$ cat src/rtl/rc4_ctrl.sv
`timescale 1ns/1ps
// rc4_ctrl -- session controller sitting between a host and an RC4 key
// generator. Holds a 16-byte key store, sequences the generator through
// S-box init (SINIT), key scheduling (KSA), optional keystream drop (DROP)
// and en/decryption (CRYPT), and XORs host data with the keystream.
//
// Build option: define RC4_DROP_EN to insert the DROP state, which
// discards the first 256 keystream bytes before CRYPT.
//
// Ports:
//   clk, rst                  clock, async active-low reset
//   key_wr/key_addr/key_wdata key store write port (IDLE only)
//   key_len                   key length, 0 or >16 means 16; sampled on start
//   start, stop               session begin pulse / abort-or-end
//   ks_byte, ks_valid         keystream from the key generator
//   din/din_valid/din_ready   input data handshake
//   dout/dout_valid/dout_ready output data handshake
//   NS                        generator mode (INIT/KEY_GENE/EN_DE_CODE)
//   key_init                  key byte fed to the generator during KSA
//   busy                      high whenever a session is active
module rc4_ctrl (
    input  logic       clk,
    input  logic       rst,
    input  logic       key_wr,
    input  logic [3:0] key_addr,
    input  logic [7:0] key_wdata,
    input  logic [4:0] key_len,
    input  logic       start,
    input  logic       stop,
    input  logic [7:0] ks_byte,
    input  logic       ks_valid,
    input  logic [7:0] din,
    input  logic       din_valid,
    output logic       din_ready,
    output logic [7:0] dout,
    output logic       dout_valid,
    input  logic       dout_ready,
    output logic [1:0] NS,
    output logic [7:0] key_init,
    output logic       busy
);

    localparam int unsigned CNT_W  = 9;
    localparam int unsigned KIDX_W = 4;
    localparam int unsigned KEY_N  = 16;
    localparam logic [1:0]  NS_INIT     = 2'b00;
    localparam logic [1:0]  NS_KEY_GENE = 2'b01;
    localparam logic [1:0]  NS_CODE     = 2'b10;
    localparam logic [CNT_W-1:0] CNT_LAST = CNT_W'(255);

    typedef enum logic [2:0] {
        S_IDLE  = 3'd0,
        S_SINIT = 3'd1,
        S_KSA   = 3'd2,
`ifdef RC4_DROP_EN
        S_DROP  = 3'd3,
`endif
        S_CRYPT = 3'd4
    } state_e;

    state_e            state_q, state_d;
    logic [CNT_W-1:0]  cnt_q, cnt_d;
    logic [KIDX_W-1:0] kidx_q, kidx_d;
    logic [KIDX_W-1:0] klast_q;
    logic [7:0]        key_q [KEY_N];
    logic [7:0]        dout_q;
    logic              dout_valid_q;
    logic              sess_go;
    logic [KIDX_W-1:0] klast_new;

    // A start that coincides with stop is treated as stop.
    assign sess_go   = (state_q == S_IDLE) && start && !stop;
    // Last key index for the sampled length; 0 or >16 selects all 16 bytes.
    assign klast_new = ((key_len == 5'd0) || (key_len > 5'd16)) ?
                       KIDX_W'(KEY_N - 1) : KIDX_W'(key_len - 5'd1);

    // State register with sequencing counters.
    always_ff @(posedge clk or negedge rst) begin
        if (!rst) begin
            state_q <= S_IDLE;
            cnt_q   <= '0;
            kidx_q  <= '0;
        end else begin
            state_q <= state_d;
            cnt_q   <= cnt_d;
            kidx_q  <= kidx_d;
        end
    end

    // Next-state logic.
    always_comb begin
        state_d = state_q;
        cnt_d   = cnt_q;
        kidx_d  = kidx_q;
        case (state_q)
            S_IDLE: begin
                if (sess_go) begin
                    state_d = S_SINIT;
                    cnt_d   = '0;
                end
            end
            S_SINIT: begin
                if (cnt_q == CNT_LAST) begin
                    state_d = S_KSA;
                    cnt_d   = '0;
                    kidx_d  = '0;
                end else begin
                    cnt_d = cnt_q + CNT_W'(1);
                end
            end
            S_KSA: begin
                kidx_d = (kidx_q == klast_q) ? '0 : kidx_q + KIDX_W'(1);
                if (cnt_q == CNT_LAST) begin
`ifdef RC4_DROP_EN
                    state_d = S_DROP;
`else
                    state_d = S_CRYPT;
`endif
                    cnt_d = '0;
                end else begin
                    cnt_d = cnt_q + CNT_W'(1);
                end
            end
`ifdef RC4_DROP_EN
            // Only cycles carrying a keystream byte count as dropped.
            S_DROP: begin
                if (ks_valid) begin
                    if (cnt_q == CNT_LAST) begin
                        state_d = S_CRYPT;
                        cnt_d   = '0;
                    end else begin
                        cnt_d = cnt_q + CNT_W'(1);
                    end
                end
            end
`endif
            S_CRYPT: begin
                state_d = S_CRYPT;
            end
            default: begin
                state_d = S_IDLE;
            end
        endcase
        if ((state_q != S_IDLE) && stop) begin
            state_d = S_IDLE;
            cnt_d   = '0;
            kidx_d  = '0;
        end
    end

    // Output decode.
    always_comb begin
        NS        = NS_INIT;
        busy      = 1'b1;
        key_init  = 8'h00;
        din_ready = 1'b0;
        case (state_q)
            S_IDLE:  busy = 1'b0;
            S_SINIT: NS = NS_INIT;
            S_KSA: begin
                NS       = NS_KEY_GENE;
                key_init = key_q[kidx_q];
            end
`ifdef RC4_DROP_EN
            S_DROP:  NS = NS_CODE;
`endif
            S_CRYPT: begin
                NS        = NS_CODE;
                din_ready = ks_valid & (~dout_valid_q | dout_ready);
            end
            default: busy = 1'b0;
        endcase
    end

    // Key store, sampled key length and output data register.
    always_ff @(posedge clk or negedge rst) begin
        if (!rst) begin
            for (int i = 0; i < KEY_N; i++) key_q[i] <= 8'h00;
            klast_q      <= '0;
            dout_q       <= 8'h00;
            dout_valid_q <= 1'b0;
        end else begin
            if (state_q == S_IDLE) begin
                if (key_wr) key_q[key_addr] <= key_wdata;
                if (sess_go) klast_q <= klast_new;
            end
            // A stop throws away any output not yet taken.
            if (busy && stop) begin
                dout_q       <= 8'h00;
                dout_valid_q <= 1'b0;
            end else if (din_valid && din_ready) begin
                dout_q       <= din ^ ks_byte;
                dout_valid_q <= 1'b1;
            end else if (dout_ready) begin
                dout_valid_q <= 1'b0;
            end
        end
    end

    assign dout       = dout_q;
    assign dout_valid = dout_valid_q;

endmodule

$ cat config.mk
export PLATFORM = sky130hd
export DESIGN_NAME = rc4_ctrl
export DESIGN_NICKNAME = d
export VERILOG_FILES = /design/src/rtl/rc4_ctrl.sv
export SDC_FILE = /design/constraint.sdc
export NUM_CORES = 1
export LEC_CHECK = 0
export CORE_MARGIN = 2
export CORE_UTILIZATION = 25
export DETAILED_ROUTE_END_ITERATION = 10
export GPL_ROUTABILITY_DRIVEN = 1
export PLACE_DENSITY_LB_ADDON = 0.3
export RECOVER_POWER = 50
export SYNTH_ARGS = -nofsm -noshare
export SYNTH_HDL_FRONTEND = slang
export SYNTH_SLANG_ARGS = --single-unit
$ cat constraint.sdc
create_clock -name clk -period 6.96 [get_ports clk]
set_clock_uncertainty 0.1 [all_clocks]
set_input_delay 1.392 -clock clk [delete_from_list [all_inputs] [get_ports clk]]
set_output_delay 1.392 -clock clk [all_outputs]
set_load 0.02 [all_outputs]
==> tab_implementation.tex, run 1 <==
\begin{tabular}{lr}
\hline
Metric & Value \\
\hline
\multicolumn{2}{l}{\textbf{Critical path}} \\
Worst-path maximum fanout & 13 \\
Startpoint kind of the worst setup timing path & register \\
Worst Path Arrival & 3.26 ns \\
Source of the worst register-to-register timing path & state\_q[0] \\
Crit path capture type & primary output \\
Critical path startpoint & state\_q[1] \\
Capturing point of the worst reg2reg path & key\_q[111] \\
Critical path type & reg -> out \\
Length in cells of the worst reg-to-reg path & 4 \\
WP data required & between 5 and 6 ns \\
Register-to-register path setup slack & 4.04 ns \\
\multicolumn{2}{l}{\textbf{Global route}} \\
Grt ovf & 0 \\
Maximum number of pins on one net before global-route repair & 85 \\
Global-route wire length before repair & 27600 um \\
Most congested layer reported by global routing & met2 \\
Via count of the first global-routing pass & between 4000 and 5000 \\
Routing usage on met3 & 2.60\% \\
Met1 GRT Util & around 15\% \\
Gr usage total & 11.4\% \\
Met2 usage & 18.5\% \\
Antenna violations before repair & 0 \\
\multicolumn{2}{l}{\textbf{Synthesis}} \\
Register area share after synthesis & 52.5\% \\
Post-synth top area share & 52.5\% \\
Flops \& latches, synth & 157 \\
Cell taking the most area after synthesis & sky130\_fd\_sc\_hd\_\_dfrtp\_1 \\
Post-synth net total & 591 \\
Netlist area before placement & 7490 um\^{}2 \\
Unique masters post-synth & 46 \\
Cell types with the largest area share after synthesis & sky130\_fd\_sc\_hd\_\_dfrtp\_1 52\%, sky130\_fd\_sc\_hd\_\_mux2\_2 19\%, sky130\_fd\_sc\_hd\_\_mux4\_2 7.5\% \\
Post-synthesis area per instance & $\sim$14 um\^{}2 \\
Number of warning messages in the yosys log & 0 \\
Number of cells produced by synthesis & roughly 550 \\
\multicolumn{2}{l}{\textbf{Floorplan}} \\
Die Wd & 177 um \\
Number of rows in the core area & 63 \\
Chip height & 177 um \\
Effective utilization at floorplan & 25.3\% \\
Core Footprint & 29600 um\^{}2 \\
IO Pins & between 60 and 70 \\
Area of the die & 31300 um\^{}2 \\
\multicolumn{2}{l}{\textbf{Route}} \\
Post-DR wirelength/cell & 16.8 um \\
Number of nets with antenna violations after routing & 0 \\
DRT Pass-1 Iters & 4 \\
Number of vias per cell after detailed routing & 4.65 \\
Drt total wl & approximately 17000 um \\
Count of vias placed by the detailed router & around 4700 \\
DRC viols & 0 \\
Starting DRT DRC Count & 226 \\
\multicolumn{2}{l}{\textbf{Hold path}} \\
Kind of path behind the tightest hold check & reg -> reg \\
Min-Delay Startpoint & cnt\_q[8] \\
Hold worst-path end & cnt\_q[8] \\
Cell depth of the worst min-delay path & 1 \\
\multicolumn{2}{l}{\textbf{Timing}} \\
Total negative setup slack & 0 ns \\
Max Slew Vio Count & 0 \\
Time the final worst path needs with I/O delays and setup & around 4.8 ns \\
Unrepaired setup endpoints after global routing & no \\
Transition time of the tightest slew-check pin & 1.13 ns \\
Final Hold Violating Endpoints & 0 \\
Crit share post-route & 68.3\% \\
Top achievable clock speed & between 0.2 and 0.25 GHz \\
Setup violations, final & 0 \\
Relative max-transition margin & 24.2\% \\
\multicolumn{2}{l}{\textbf{Pwr}} \\
Worst IR drop on VDD & 0.162 mV \\
Static Leakage & between 3 and 4 nW \\
PD cells & around 280 nW/um\^{}2 \\
\multicolumn{2}{l}{\textbf{CTS}} \\
Total clock buffers created by CTS & 17 \\
CTS tree & yes \\
Clock latency at the later pin of the worst-skew pair & between 0.4 and 0.5 ns \\
Clock sinks & roughly 160 \\
Clock edge transition at the registers on the reported setup and hold paths & approximately 0.080 ns \\
Resized cells post-CTS & 0 \\
Level count of the clock H-tree & 4 \\
Number of buffers inserted by post-CTS setup repair & 0 \\
Number of hold buffers added after CTS & 0 \\
CTS max path bufs & 2 \\
CTS root buffer & sky130\_fd\_sc\_hd\_\_clkbuf\_16 \\
\multicolumn{2}{l}{\textbf{Status}} \\
Run status & completed \\
\multicolumn{2}{l}{\textbf{Cells and area}} \\
Layout Area Growth over Synthesis & 22.2\% \\
Non-filler instance count after layout & 1003 \\
Share of layout cells above drive strength 1 & approximately a third \\
Core Util, Final & 30.9\% \\
N\_diodes & 0 \\
NumNets Final & roughly 640 \\
\multicolumn{2}{l}{\textbf{Placed design}} \\
Port-buffer cells & between 60 and 70 \\
Final RePlAce weighted congestion & 0.680 \\
Detailed-placement wirelength estimate & approximately 11000 um \\
Placed insts & 971 \\
\multicolumn{2}{l}{\textbf{Flow run}} \\
Max-cap violations & 0 \\
\hline
\end{tabular}
-- flip-flops by register name, indices dropped and copies added, names as in the netlist --
signal	cells
cnt_q	9
dout	8
dout_valid	1
key_q	128
kidx_q	4
klast_q	4
state_q	3
-- stage by stage --
stage / hold WS [ns] / cell area, um^2 / power, mW / setup WS (ns)
2_1_floorplan: 0.350 / 7490 / 1.46 / 3.24
3_3_place_gp: 0.363 / 8500 / 1.57 / 2.70
3_5_place_dp: 0.373 / 8500 / 1.59 / 2.68
4_1_cts: 0.392 / 9150 / 2.60 / 2.21
5_1_grt: 0.408 / 9150 / 2.70 / 1.93
6_report: 0.389 / 9150 / 2.56 / 2.21
-- cells by family after synthesis --
logic type	count (synthesis)	share of synthesized area, %
and+or+nand+nor	93	7.27
DFF	157	52.5
muxes	173	29.5
AOI/OAI and AO/OA	63	6.18
xor gates and xnor gates	17	1.99
adders and majority gates	3	0.501
buffers and inverters	41	2.09
-- where the power goes --
| part | internal, mW | switching, mW |
|---|---|---|
| Combinational | 0.232 | 0.131 |
| Clock | 0.559 | 0.441 |
| Sequential | 1.10 | 0.0914 |
| Total | 1.90 | 0.664 |
-- area by class of cell --
type | instances | area [um^2]
Fill cell | 2968 | 20400
Sequential cell | 157 | 3930
Timing Repair Buffer | 66 | 649
Tap cell | 390 | 488
Clock inverter | 15 | 218
Clock buffer | 17 | 425
Multi-Input combinational cell | 349 | 3400
Inverter | 9 | 33.8
-- synthesized netlist by cell type, drive strengths merged --
| library cell | count |
|---|---|
| and4b | 1 |
| nand2 | 16 |
| a21oi | 11 |
| a211oi | 8 |
| nor3 | 7 |
| nor3b | 7 |
| nand2b | 4 |
| mux2i | 18 |
| nor4b | 1 |
| a31oi | 3 |
| nor2 | 18 |
| clkbuf | 23 |
| or4b | 1 |
| o41ai | 1 |
| nor2b | 10 |
| xnor2 | 4 |
| and2 | 2 |
| ha | 3 |
| nand4 | 1 |
| a22o | 10 |
| a311o | 7 |
| nand3 | 10 |
| a21o | 1 |
| nor4 | 3 |
| o21a | 5 |
| mux4 | 25 |
| and3 | 6 |
| mux2 | 130 |
| o41a | 1 |
| a211o | 2 |
| or3 | 5 |
| inv | 9 |
| a21boi | 1 |
| xor2 | 13 |
| buf | 9 |
| o22ai | 10 |
| o2111ai | 1 |
| o21ai | 2 |
| dfrtp | 157 |
| or4 | 1 |
-- placed cells by master (no fill, tap or decap), types with 9 or more instances in the layout --
master	n
sky130_fd_sc_hd__inv_1	9
sky130_fd_sc_hd__a21oi_1	11
sky130_fd_sc_hd__nand3_1	10
sky130_fd_sc_hd__nor2b_1	10
sky130_fd_sc_hd__dfrtp_1	155
sky130_fd_sc_hd__clkdlybuf4s50_1	55
sky130_fd_sc_hd__mux2i_1	18
sky130_fd_sc_hd__mux4_2	25
sky130_fd_sc_hd__nand2_1	16
sky130_fd_sc_hd__o22ai_1	10
sky130_fd_sc_hd__clkbuf_16	17
sky130_fd_sc_hd__xor2_1	13
sky130_fd_sc_hd__a22o_1	10
sky130_fd_sc_hd__mux2_2	128
sky130_fd_sc_hd__nor2_1	17
-- worst max-delay path by stage --
stage / slack [ns] / end
floorplan: 3.24 / key_init[1]
global placement: 2.70 / din_ready
detailed placement: 2.68 / key_init[5]
CTS: 2.21 / key_init[5]
global route: 1.93 / key_init[6]
finish: 2.21 / key_init[7]
-- critical path, cell delays in order (launching register included) --
cell	delay [ns]
sky130_fd_sc_hd__dfrtp_1	0.57
sky130_fd_sc_hd__nor3b_1	0.55
sky130_fd_sc_hd__nand2_1	0.40
sky130_fd_sc_hd__a311o_1	0.37
sky130_fd_sc_hd__o22ai_1	0.25
sky130_fd_sc_hd__clkdlybuf4s50_1	0.68
-- metal layers --
metal	wire length [um]	vias to the layer above
met5	0	-
met4	184	0
met3	667	13
met2	7920	80
met1	8120	2411
li1	-	2161
Note: power is estimated with default switching activity, not from simulation.
==> run 2, diff against run 1 <==
==> constraint.sdc (replaced) <==
create_clock -name clk -period 4.8 [get_ports clk]
set_clock_uncertainty 0.1 [all_clocks]
set_input_delay 0.96 -clock clk [delete_from_list [all_inputs] [get_ports clk]]
set_output_delay 0.96 -clock clk [all_outputs]
set_load 0.02 [all_outputs]
==> run 2 against run 1 <==
  * Setup slack worse by 1.6 ns
  * The flow now finishes with violations (capacitance limit, slew limit)
  * First-iteration DRC count grew 4.4%
  * Clock power increased by 40%
  * Critical endpoint is now key_init[6]
  * Critical path depth decreased by 1
  * Global-route usage is 0.49 points higher
  * Highest routed layer unchanged
  * Flip-flop and latch count unchanged
  * Via count is 0.28% lower
  * Die area did not move
  * Final area is essentially flat
  * Sequential share of layout area about the same
==> tab_implementation.tex, run 2 (same netlist as run 1, synthesis figures left out) <==
\begin{tabular}{lr}
\hline
Metric & Value \\
\hline
\multicolumn{2}{l}{\textbf{CTS}} \\
Clock edge transition at the registers on the reported setup and hold paths & 0.07 ns (was 0.08 ns) \\
Number of buffers inserted by post-CTS setup repair & 0 (unchanged) \\
Level count of the clock H-tree & 4 (unchanged) \\
Total clock buffers created by CTS & 17 (unchanged) \\
Resized cells post-CTS & 0 (unchanged) \\
CTS max path bufs & 2 (unchanged) \\
Clock sinks & 157 (unchanged) \\
CTS tree & yes (unchanged) \\
Number of hold buffers added after CTS & 0 (unchanged) \\
Clock latency at the later pin of the worst-skew pair & 0.43 ns (about the same) \\
CTS root buffer & sky130\_fd\_sc\_hd\_\_clkbuf\_16 (unchanged) \\
\multicolumn{2}{l}{\textbf{Critical path}} \\
Critical path type & reg -> out (unchanged) \\
Delay contributed by the slowest stage of the critical path & 1.03 ns (was 0.68 ns) \\
CP bufs+invs & 1 (unchanged) \\
Source of the worst register-to-register timing path & state\_q[0] (unchanged) \\
Crit path capture type & primary output (unchanged) \\
WP data required & 3.74 ns (was 5.47 ns) \\
Worst Path Arrival & 3.14 ns (was 3.26 ns) \\
Max stage delay cell, worst path & sky130\_fd\_sc\_hd\_\_dfrtp\_2 (was sky130\_fd\_sc\_hd\_\_clkdlybuf4s50\_1) \\
Critical Path, Cell by Cell & mux4\_2 > mux2i\_1 > o22ai\_1 > clkdlybuf4s50\_1 (was nor3b\_1 > nand2\_1 > a311o\_1 > o22ai\_1 > clkdlybuf4s50\_1) \\
Register-to-register path setup slack & 1.83 ns (was 4.04 ns) \\
Startpoint kind of the worst setup timing path & register (unchanged) \\
Cell family contributing the most delay on the critical path & flip-flops (was simple AND/OR/NAND/NOR gates) \\
Worst-path maximum fanout & 36 (was 13) \\
Critical path startpoint & kidx\_q[0] (was state\_q[1]) \\
\multicolumn{2}{l}{\textbf{Floorplan}} \\
IO Pins & 62 (unchanged) \\
Die Wd & 177 um (unchanged) \\
Area of the die & 31300 um\^{}2 (unchanged) \\
Effective utilization at floorplan & 25.3\% (unchanged) \\
Number of rows in the core area & 63 (unchanged) \\
Chip height & 177 um (unchanged) \\
Core Footprint & 29600 um\^{}2 (unchanged) \\
\multicolumn{2}{l}{\textbf{Route}} \\
Number of vias per cell after detailed routing & 4.63 (was 4.65) \\
Post-DR wirelength/cell & 17.3 um (was 16.8 um) \\
Number of nets with antenna violations after routing & 0 (unchanged) \\
Count of vias placed by the detailed router & 4652 (was 4665) \\
Drt total wl & 17300 um (was 16900 um) \\
DRT Pass-1 Iters & 4 (unchanged) \\
DRC viols & 0 (unchanged) \\
Starting DRT DRC Count & 236 (was 226) \\
\multicolumn{2}{l}{\textbf{Cells and area}} \\
Non-filler instance count after layout & 1005 (was 1003) \\
Layout Area Growth over Synthesis & 22.2\% (about the same) \\
Register containing the most flip-flops in the final layout & key\_q (unchanged) \\
Final cell area excluding filler cells & 9150 um\^{}2 (about the same) \\
Share of layout cells above drive strength 1 & 32.5\% (about the same) \\
N\_diodes & 0 (unchanged) \\
Most frequent cells in the layout & 155 x sky130\_fd\_sc\_hd\_\_dfrtp\_1, 128 x sky130\_fd\_sc\_hd\_\_mux2\_2, 59 x sky130\_fd\_sc\_hd\_\_clkdlybuf4s50\_1 (was 155 x sky130\_fd\_sc\_hd\_\_dfrtp\_1, 128 x sky130\_fd\_sc\_hd\_\_mux2\_2, 55 x sky130\_fd\_sc\_hd\_\_clkdlybuf4s50\_1) \\
Core Util, Final & 30.9\% (about the same) \\
Filler Cells Inserted & 2991 (was 2968) \\
NumNets Final & 646 (was 644) \\
Area of combinational cells with multiple inputs & 3400 um\^{}2 (unchanged) \\
Leading cell type in the layout, fill and taps excluded & sky130\_fd\_sc\_hd\_\_dfrtp\_1 (unchanged) \\
Register area & 3930 um\^{}2 (unchanged) \\
Number of flip-flops in the largest register & 128 (unchanged) \\
\multicolumn{2}{l}{\textbf{Timing}} \\
Unrepaired setup endpoints after global routing & no (unchanged) \\
Crit share post-route & 87.5\% \\
Transition time of the tightest slew-check pin & 2.78 ns (was 1.13 ns) \\
Time the final worst path needs with I/O delays and setup & approximately 4.2 ns \\
Top achievable clock speed & 0.238 GHz \\
Relative max-transition margin & -85.1\% (was 24.2\%) \\
Max Slew Vio Count & 105 (was 0) \\
Setup violations, final & 0 (unchanged) \\
Worst hold slack after final layout & 0.384 ns (was 0.389 ns) \\
Final Hold Violating Endpoints & 0 (unchanged) \\
Total negative setup slack & 0 ns (unchanged) \\
Setup WS post-layout & 0.601 ns (was 2.21 ns) \\
\multicolumn{2}{l}{\textbf{Placed design}} \\
Post-placement worst setup slack & 1.00 ns (was 2.68 ns) \\
Post-detailed-placement cell area & 8540 um\^{}2 (was 8500 um\^{}2) \\
Placed insts & 973 (was 971) \\
Final RePlAce weighted congestion & 0.732 (was 0.680) \\
Port-buffer cells & 61 (unchanged) \\
Detailed-placement wirelength estimate & 11200 um (was 10900 um) \\
\multicolumn{2}{l}{\textbf{Hold path}} \\
Min-Delay Startpoint & cnt\_q[8] (unchanged) \\
Kind of path behind the tightest hold check & reg -> reg (unchanged) \\
\multicolumn{2}{l}{\textbf{Pwr}} \\
PD cells & 401 nW/um\^{}2 (was 280 nW/um\^{}2) \\
Total power consumption of the routed design & 3.67 mW (was 2.56 mW) \\
Static Leakage & 3.72 nW (was 3.74 nW) \\
Worst IR drop on VDD & 0.223 mV (was 0.162 mV) \\
\multicolumn{2}{l}{\textbf{Global route}} \\
Maximum number of pins on one net before global-route repair & 106 (was 85) \\
Grt ovf & 0 (unchanged) \\
Global-route wire length before repair & 28500 um (was 27600 um) \\
Gr usage total & 11.9\% (was 11.4\%) \\
Via count of the first global-routing pass & 4943 (was 4876) \\
Antenna violations before repair & 0 (unchanged) \\
\multicolumn{2}{l}{\textbf{Status}} \\
Run status & finished with violations (was completed) \\
Failing checks & capacitance limit, slew limit \\
\multicolumn{2}{l}{\textbf{Flow run}} \\
Max-cap violations & 1 (was 0) \\
\hline
\end{tabular}
run 2: changes by cell type in the layout (fill, tap and decap cells not counted), moves of 2 or more:
cell                              before  now
sky130_fd_sc_hd__clkdlybuf4s50_1      55   59
sky130_fd_sc_hd__dlygate4sd3_1         5    1
sky130_fd_sc_hd__buf_12                0    2
sky130_fd_sc_hd__inv_6                 2    4
run 2: cell type report:
cell class	instances	share of cell area (%)
Clock buffer	17	4.65
Clock inverter	15	2.04
Inverter	9	0.369
Multi-Input combinational cell	349	37.2
Sequential cell	157	43.0
Tap cell	390	5.34
Timing Repair Buffer	68	7.43
run 2: final timing paths:
kind                               end  cells after the start
min in group asynchronous    key_q[84]                      1
min                           cnt_q[8]                      1
min reg2reg                   cnt_q[8]                      1
max in group asynchronous    kidx_q[1]                      1
max                        key_init[6]                      4
max reg2reg                   key_q[3]                      4
run 2: report_power, final:
group | leakage, nW | internal, mW | switching [mW]
logic | 1.45 | 0.338 | 0.194
registers | 1.97 | 1.60 | 0.139
clock network | 0.297 | 0.752 | 0.643
run 2: per-layer routing:
metal	part of all wire, %	wire (um)	global-route usage [%]	vias to the layer above
met5	0	0	0	-
met4	1.2	211	3.62	0
met3	5.0	860	2.90	12
met2	46	8010	18.7	98
met1	48	8250	16.3	2383
li1	-	-	-	2159
